==> config.mk <==
export PLATFORM = sky130hd
export DESIGN_NAME = ets_phase_sweeper
export DESIGN_NICKNAME = d
export VERILOG_FILES = /design/src/rtl/ets_phase_sweeper.sv
export SDC_FILE = /design/constraint.sdc
export NUM_CORES = 1
export LEC_CHECK = 0
export ABC_AREA = 0
export BUFFER_PORTS_ARGS = -buffer_cell sky130_fd_sc_hd__buf_2
export CORE_MARGIN = 2
export CORE_UTILIZATION = 55
export CTS_CLUSTER_SIZE = 24
export DETAILED_ROUTE_END_ITERATION = 16
export PLACE_DENSITY_LB_ADDON = 0.15
export SETUP_SLACK_MARGIN = 0.1
export SYNTH_ARGS = -nofsm -noshare
export SYNTH_HDL_FRONTEND = slang
export SYNTH_SLANG_ARGS = --single-unit
==> constraint.sdc <==
create_clock -name S_AXI_ACLK -period 6.84 [get_ports S_AXI_ACLK]
set_input_delay 0.342 -clock S_AXI_ACLK [delete_from_list [all_inputs] [get_ports S_AXI_ACLK]]
set_output_delay 0.342 -clock S_AXI_ACLK [all_outputs]
set_load 0.01 [all_outputs]
==> src/rtl/ets_phase_sweeper.sv <==
// ---------------------------------------------------------------------------
// ets_phase_sweeper
//
// Equivalent-time-sampling sweep engine. Steps the MMCM fine phase shift one
// increment at a time through the PSEN/PSINCDEC/PSDONE handshake. At each
// phase point it waits a settle interval, counts comparator hits over a
// programmable number of samples, and writes that count into the capture
// buffer write port (w_addr/w_data/w_occur/w_ready).
//
// Ports:
//   S_AXI_ACLK     sole clock, also the MMCM PSCLK
//   S_AXI_ARESETN  synchronous reset, active-low
//   start          one-cycle start pulse, honoured only while idle
//   abort          level abort request
//   n_steps        points in the sweep (0 = 2^ADDR_WIDTH points)
//   n_avg          samples per point (0 is treated as 1)
//   dir            1 = increment phase, 0 = decrement phase
//   cmp_bit        comparator output, already synchronous to S_AXI_ACLK
//   ps_en          MMCM PSEN
//   ps_incdec      MMCM PSINCDEC
//   ps_done        MMCM PSDONE
//   w_addr         buffer write address (point index)
//   w_data         hit count, zero-extended
//   w_occur        buffer write request
//   w_ready        buffer accepts the write
//   busy           high whenever a sweep is in progress
//   done           one-cycle pulse on normal sweep completion
//   ps_err         sticky ps_done timeout flag, cleared by an accepted start
// ---------------------------------------------------------------------------
module ets_phase_sweeper #(
   parameter int ADDR_WIDTH    = 10,
   parameter int DATA_WIDTH    = 32,
   parameter int AVG_WIDTH     = 16,
   parameter int SETTLE_CYCLES = 8,
   parameter int PS_TIMEOUT    = 1024
) (
   input  logic                  S_AXI_ACLK,
   input  logic                  S_AXI_ARESETN,
   input  logic                  start,
   input  logic                  abort,
   input  logic [ADDR_WIDTH-1:0] n_steps,
   input  logic [AVG_WIDTH-1:0]  n_avg,
   input  logic                  dir,
   input  logic                  cmp_bit,
   output logic                  ps_en,
   output logic                  ps_incdec,
   input  logic                  ps_done,
   output logic [ADDR_WIDTH-1:0] w_addr,
   output logic [DATA_WIDTH-1:0] w_data,
   output logic                  w_occur,
   input  logic                  w_ready,
   output logic                  busy,
   output logic                  done,
   output logic                  ps_err
);

   // Hit counter has one extra bit so a full window of 2^AVG_WIDTH-1 hits
   // (or more) can never wrap.
   localparam int CNT_WIDTH = AVG_WIDTH + 1;

   // One shared interval timer serves settle, sample and timeout phases, so
   // it must hold the largest of the three terminal counts.
   localparam int TMAX_A      = (SETTLE_CYCLES > PS_TIMEOUT) ? SETTLE_CYCLES : PS_TIMEOUT;
   localparam int TMAX        = (TMAX_A > (1 << AVG_WIDTH)) ? TMAX_A : (1 << AVG_WIDTH);
   localparam int TIMER_WIDTH = $clog2(TMAX + 1);

   localparam logic [TIMER_WIDTH-1:0] SETTLE_LAST  = TIMER_WIDTH'(SETTLE_CYCLES - 1);
   localparam logic [TIMER_WIDTH-1:0] TIMEOUT_LAST = TIMER_WIDTH'(PS_TIMEOUT - 1);

   typedef enum logic [2:0] {
      ST_IDLE,
      ST_SETTLE,
      ST_SAMPLE,
      ST_WRITE,
      ST_SHIFT,
      ST_WAIT_DONE
   } state_t;

   state_t                 state_reg,      state_next;
   logic [TIMER_WIDTH-1:0] timer_reg,      timer_next;
   logic [ADDR_WIDTH-1:0]  idx_reg,        idx_next;
   logic [CNT_WIDTH-1:0]   hit_cnt_reg,    hit_cnt_next;
   logic [ADDR_WIDTH-1:0]  n_steps_reg,    n_steps_next;
   logic [AVG_WIDTH-1:0]   n_avg_reg,      n_avg_next;
   logic                   dir_reg,        dir_next;
   logic                   ps_err_reg,     ps_err_next;
   logic                   abort_pend_reg, abort_pend_next;
   logic                   done_reg,       done_next;

   // Index of the final point. n_steps = 0 wraps to all-ones, which makes a
   // zero request sweep the full 2^ADDR_WIDTH points with no special case.
   logic [ADDR_WIDTH-1:0]  last_idx;
   // Terminal timer value for the sample window; n_avg = 0 behaves as 1.
   logic [AVG_WIDTH-1:0]   avg_last;

   assign last_idx = n_steps_reg - ADDR_WIDTH'(1);
   assign avg_last = (n_avg_reg == '0) ? '0 : (n_avg_reg - AVG_WIDTH'(1));

   // ------------------------------------------------------------------
   // Outputs: all decoded from registered state only.
   // ------------------------------------------------------------------
   assign ps_en     = (state_reg == ST_SHIFT);
   assign ps_incdec = ps_en & dir_reg;
   assign w_occur   = (state_reg == ST_WRITE);
   assign w_addr    = idx_reg;
   assign w_data    = DATA_WIDTH'(hit_cnt_reg);
   assign busy      = (state_reg != ST_IDLE);
   assign done      = done_reg;
   assign ps_err    = ps_err_reg;

   // ------------------------------------------------------------------
   // State register
   // ------------------------------------------------------------------
   always_ff @(posedge S_AXI_ACLK) begin
      if (!S_AXI_ARESETN) begin
         state_reg      <= ST_IDLE;
         timer_reg      <= '0;
         idx_reg        <= '0;
         hit_cnt_reg    <= '0;
         n_steps_reg    <= '0;
         n_avg_reg      <= '0;
         dir_reg        <= 1'b0;
         ps_err_reg     <= 1'b0;
         abort_pend_reg <= 1'b0;
         done_reg       <= 1'b0;
      end else begin
         state_reg      <= state_next;
         timer_reg      <= timer_next;
         idx_reg        <= idx_next;
         hit_cnt_reg    <= hit_cnt_next;
         n_steps_reg    <= n_steps_next;
         n_avg_reg      <= n_avg_next;
         dir_reg        <= dir_next;
         ps_err_reg     <= ps_err_next;
         abort_pend_reg <= abort_pend_next;
         done_reg       <= done_next;
      end
   end

   // ------------------------------------------------------------------
   // Next-state logic
   // ------------------------------------------------------------------
   always_comb begin
      state_next      = state_reg;
      timer_next      = timer_reg;
      idx_next        = idx_reg;
      hit_cnt_next    = hit_cnt_reg;
      n_steps_next    = n_steps_reg;
      n_avg_next      = n_avg_reg;
      dir_next        = dir_reg;
      ps_err_next     = ps_err_reg;
      abort_pend_next = abort_pend_reg;
      done_next       = 1'b0;

      case (state_reg)
         ST_IDLE: begin
            abort_pend_next = 1'b0;
            timer_next      = '0;
            // abort takes priority over a coincident start
            if (start && !abort) begin
               n_steps_next = n_steps;
               n_avg_next   = n_avg;
               dir_next     = dir;
               idx_next     = '0;
               hit_cnt_next = '0;
               ps_err_next  = 1'b0;
               state_next   = ST_SETTLE;
            end
         end

         ST_SETTLE: begin
            if (abort) begin
               timer_next = '0;
               state_next = ST_IDLE;
            end else if (timer_reg == SETTLE_LAST) begin
               timer_next = '0;
               state_next = ST_SAMPLE;
            end else begin
               timer_next = timer_reg + TIMER_WIDTH'(1);
            end
         end

         ST_SAMPLE: begin
            if (abort) begin
               timer_next = '0;
               state_next = ST_IDLE;
            end else begin
               // The last sample cycle also accumulates, so the count is
               // complete on entry to WRITE.
               hit_cnt_next = hit_cnt_reg + CNT_WIDTH'(cmp_bit);
               if (timer_reg == TIMER_WIDTH'(avg_last)) begin
                  timer_next = '0;
                  state_next = ST_WRITE;
               end else begin
                  timer_next = timer_reg + TIMER_WIDTH'(1);
               end
            end
         end

         ST_WRITE: begin
            if (w_ready) begin
               // Write completes on this edge even if abort is also high;
               // abort only suppresses done and further points.
               hit_cnt_next = '0;
               if (abort) begin
                  state_next = ST_IDLE;
               end else if (idx_reg == last_idx) begin
                  state_next = ST_IDLE;
                  done_next  = 1'b1;
               end else begin
                  idx_next   = idx_reg + ADDR_WIDTH'(1);
                  state_next = ST_SHIFT;
               end
            end else if (abort) begin
               // Pending write is dropped.
               hit_cnt_next = '0;
               state_next   = ST_IDLE;
            end
         end

         ST_SHIFT: begin
            // Abort cannot interrupt the MMCM handshake; remember it and
            // act once PSDONE (or the timeout) arrives.
            if (abort) begin
               abort_pend_next = 1'b1;
            end
            timer_next = '0;
            state_next = ST_WAIT_DONE;
         end

         ST_WAIT_DONE: begin
            if (ps_done) begin
               timer_next      = '0;
               abort_pend_next = 1'b0;
               state_next      = (abort_pend_reg || abort) ? ST_IDLE : ST_SETTLE;
            end else if (timer_reg == TIMEOUT_LAST) begin
               timer_next      = '0;
               abort_pend_next = 1'b0;
               ps_err_next     = 1'b1;
               state_next      = ST_IDLE;
            end else begin
               timer_next = timer_reg + TIMER_WIDTH'(1);
               if (abort) begin
                  abort_pend_next = 1'b1;
               end
            end
         end

         default: begin
            state_next = ST_IDLE;
         end
      endcase
   end

endmodule

==> summary.md <==
| Metric | Value |
|---|---|
| RSZ-0062 raised after global routing | `no` |
| Worst hold path type | `in -> reg` |
| Clk pwr share | `29.2%` |
| Top cell by count, worst path | `or4_4` |
| CP Buf/Inv Count | `0` |
| Worst path arrival time | `4.20 ns` |
| Final #Nets | `678` |
| Layout area overhead | `11.55%` |
| Critical path launch point type | `register` |
| CTS tree | `built` |
| GPL Wtd Cong | `0.9299` |
| Final core occ | `62.28%` |
| Post-synthesis register bit count | `77` |
| Share of the synthesized area in the top cell type | `between 30% and 40%` |
| Synthesized cell area | `4518 µm²` |
| Max IR drop VDD | `0.0001641 V` |
| Worst-margin pin slew | `between 1 and 1.5 ns` |
| Largest net degree at the start of global routing | `38` |
| Die Area | `8956 µm²` |
| Yosys warnings | `0` |
| Final setup violation count | `0` |
| Sw Share | `between 30% and 40%` |
| Max_cap viols | `0` |
| Hold Crit Endpoint | `n_steps_reg[9]$_SDFFE_PN0P_` |
| Share of cells above drive strength 1 | `between 10% and 20%` |
| Most common library cells after synthesis | `nand2_1 (85), dfxtp_1 (77), nor2_1 (51)` |
| Reg2reg start | `n_avg_reg[2]$_SDFFE_PN0P_` |
| Min cycle time layout | `3.941 ns` |
| Area leader, netlist | `dfxtp_1` |
| Clk buf depth | `2` |
| Count leader, synth | `nand2_1` |
| Pwr/cell area | `262.3 nW/µm²` |
| Vias in the first global route | `3790` |
| Slew Viols, Final | `0` |
| First-pass GRT wire length | `17770 µm` |
| Clk pin slew, worst setup/hold paths | `0.09 ns` |
| Post-synthesis cell type count | `69` |
| Total number of vias | `4361` |
| Worst-path cell chain | `or4_4 > or4_1 > or4_4 > a21oi_1 > o21ai_1 > and4b_4 > a21oi_2 > a31oi_1 > a2111oi_2` |
| CTS Sinks | `77` |
| Post-DRT Antenna Nets | `0` |
| H-tree depth | `3` |
| Initial DRT Pass Iterations | `8` |
| Post-synth EDFFs | `0` |
| Max Fclk | `0.2537 GHz` |
| Rel. slew slack | `about 28%` |
| Residual DRC count | `0` |
| Grt total ovfl | `0` |
| Worst Path Required | `roughly 7.1 ns` |
| Int Power | `852.5 µW` |
| Iter 0 DRT Violations | `173` |
| I/O pins | `82` |
| Final hold viol count | `0` |
| Clock Tree Root | `clkbuf_8` |
| Slowest CP cell | `a21oi_2` |
| Via density | `5.830` |
| Hold depth | `3` |
| Hold_sp | `n_steps[9]` |
| Reg power frac | `just under 40%` |
| Syn_area_per_cell | `approximately 7.7 µm²` |
| Reg2Reg Capture Point | `timer_reg[13]$_SDFFE_PN0P_` |
| Port bufs | `66` |
| Crit path largest cell delay | `0.71 ns` |
| GRT Overall Usage | `about 25%` |
| Cell count after synthesis | `588` |
| Initial antenna violation count | `0` |
| Initial Util | `55.83%` |
| Worst-path maximum fanout | `21` |
| Post-CTS Setup Repair Bufs | `0` |
| WL/cell | `14.16 µm` |
| Switch Pwr | `469.4 µW` |
| Core Rows | `33` |
| Final wirelength | `10590 µm` |
| Die X | `roughly 95 µm` |
| Worst R2R Path Depth | `9` |
| Setup_tns | `0 ns` |
| Setup CP Type | `reg -> reg` |
| Final Skew | `0.01016 ns` |
| Status | `completed` |
| CORE AREA | `around 8100 µm²` |
| Leak | `roughly 0.0020 µW` |
| Sequential element share of the synthesized area | `34.12%` |
| Skew-Pair Late Insertion Delay | `0.36 ns` |
| Synth top area cells | `dfxtp_1 (34%), nand2_1 (7.1%), a21oi_1 (5.2%)` |
| Setup crit end kind | `register` |
| Hold Buf Count CTS | `0` |
| Flop-to-flop setup slack | `2.90 ns` |
| Post-CTS sizing | `0` |
| Tcrit/Tclk final | `57.62%` |
| ANT cells | `0` |
| Top_reg_cell synth | `dfxtp_1` |
| Part of the power in combinational logic | `31.8%` |
| Largest delay share family, worst path | `simple AND/OR/NAND/NOR gates` |
| Post-detail-place hpwl | `7647 µm` |
| Post-synthesis async set-or-reset flop share | `0%` |
| Die Ht | `94.64 µm` |
| Overall Power | `1322 µW` |
| TritonCTS Buffers | `9` |
## cells in the final DEF (no fill, tap or decap), drive strengths merged, types with 3 or more instances in the layout
cell type	count
or3	8
buf	69
xor2	25
a211oi	3
nand3	22
a31oi	20
a221oi	3
nor3b	4
a21oi	48
a2111oi	3
and4	3
o21ai	20
dfxtp	77
nor3	18
nand2	85
o31ai	6
nand4	14
nand3b	8
and3	12
conb	15
ha	6
or4	9
nand2b	8
clkbuf	10
nor2	52
xnor2	17
inv	18
nor4	11
and2	4
nor2b	4
## layout make-up
class | count | area (µm²)
clock buffer | 10 | 127.6
clock inverter | 6 | 93.84
fill | 780 | 3053
inverter | 16 | 60.06
multi-input combinational | 465 | 2733
sequential | 77 | 1541
tap | 105 | 131.4
timing repair buffer | 69 | 352.8
## worst max-delay path by stage
stage | start | endpoint | cells after the start | slack [ns]
after detailed placement | n_avg_reg[2]$_SDFFE_PN0P_ | timer_reg[13]$_SDFFE_PN0P_ | 9 | 2.95
final | n_avg_reg[2]$_SDFFE_PN0P_ | timer_reg[13]$_SDFFE_PN0P_ | 9 | 2.90
after CTS | n_avg_reg[2]$_SDFFE_PN0P_ | timer_reg[13]$_SDFFE_PN0P_ | 9 | 2.92
after global placement | n_avg_reg[2]$_SDFFE_PN0P_ | timer_reg[13]$_SDFFE_PN0P_ | 9 | 3.05
after global routing | n_avg_reg[2]$_SDFFE_PN0P_ | timer_reg[13]$_SDFFE_PN0P_ | 9 | 2.52
after floorplan | n_avg_reg[6]$_SDFFE_PN0P_ | state_reg[1]$_SDFFE_PN0P_ | 11 | 3.57
## power by group through the flow
stage	registers [µW]	clock network [µW]	logic, µW
floorplan	502	0	360
global placement	523	0	408
detailed placement	525	0	416
CTS	514	392	418
global route	521	411	475
finish	515	386	421
## layer usage
layer / GRT usage (%) / vias to the layer above / wire (µm)
met3: 4.150 / 14 / 537
met5: 0 / - / 0
met2: 37.47 / 123 / 4865
met1: 34.67 / 2039 / 5027
li1: - / 2185 / -
met4: 9.420 / 0 / 161
## worst register-to-register path: stages, from the launching register on
cell       delay (ns)
dfxtp_1          0.37
or4_4            0.59
or4_1            0.63
or4_4            0.53
a21oi_1          0.16
o21ai_1          0.08
and4b_4          0.22
a21oi_2          0.71
a31oi_1          0.21
a2111oi_2        0.35
## metrics by stage
| step | std cells | hold slack (ns) | instance area, µm² | setup WS (ns) |
|---|---|---|---|---|
| after floorplan | 602 | 0.4317 | 4571 | 3.571 |
| after global placement | 732 | 0.4404 | 4818 | 3.045 |
| after detailed placement | 732 | 0.4523 | 4818 | 2.951 |
| after CTS | 748 | 0.1971 | 5040 | 2.919 |
| after global routing | 748 | 0.2055 | 5040 | 2.520 |
| final | 748 | 0.2078 | 5040 | 2.899 |
## kinds of logic (layout without fill, tap and decap cells)
family                     Yosys count  in the layout  synth area share, %
AOI/OAI and AO/OA                  129            129                18.19
xor gates and xnor gates            42             42                8.142
adders and majority gates            6              6                1.662
buffers and inverters               60            101                6.646
DFF                                 77             77                34.12
muxes                                3              3               0.6923
other                                1             15              0.08300
and+or+nand+nor                    270            270                30.46
Note: power is estimated with default switching activity, not from simulation.
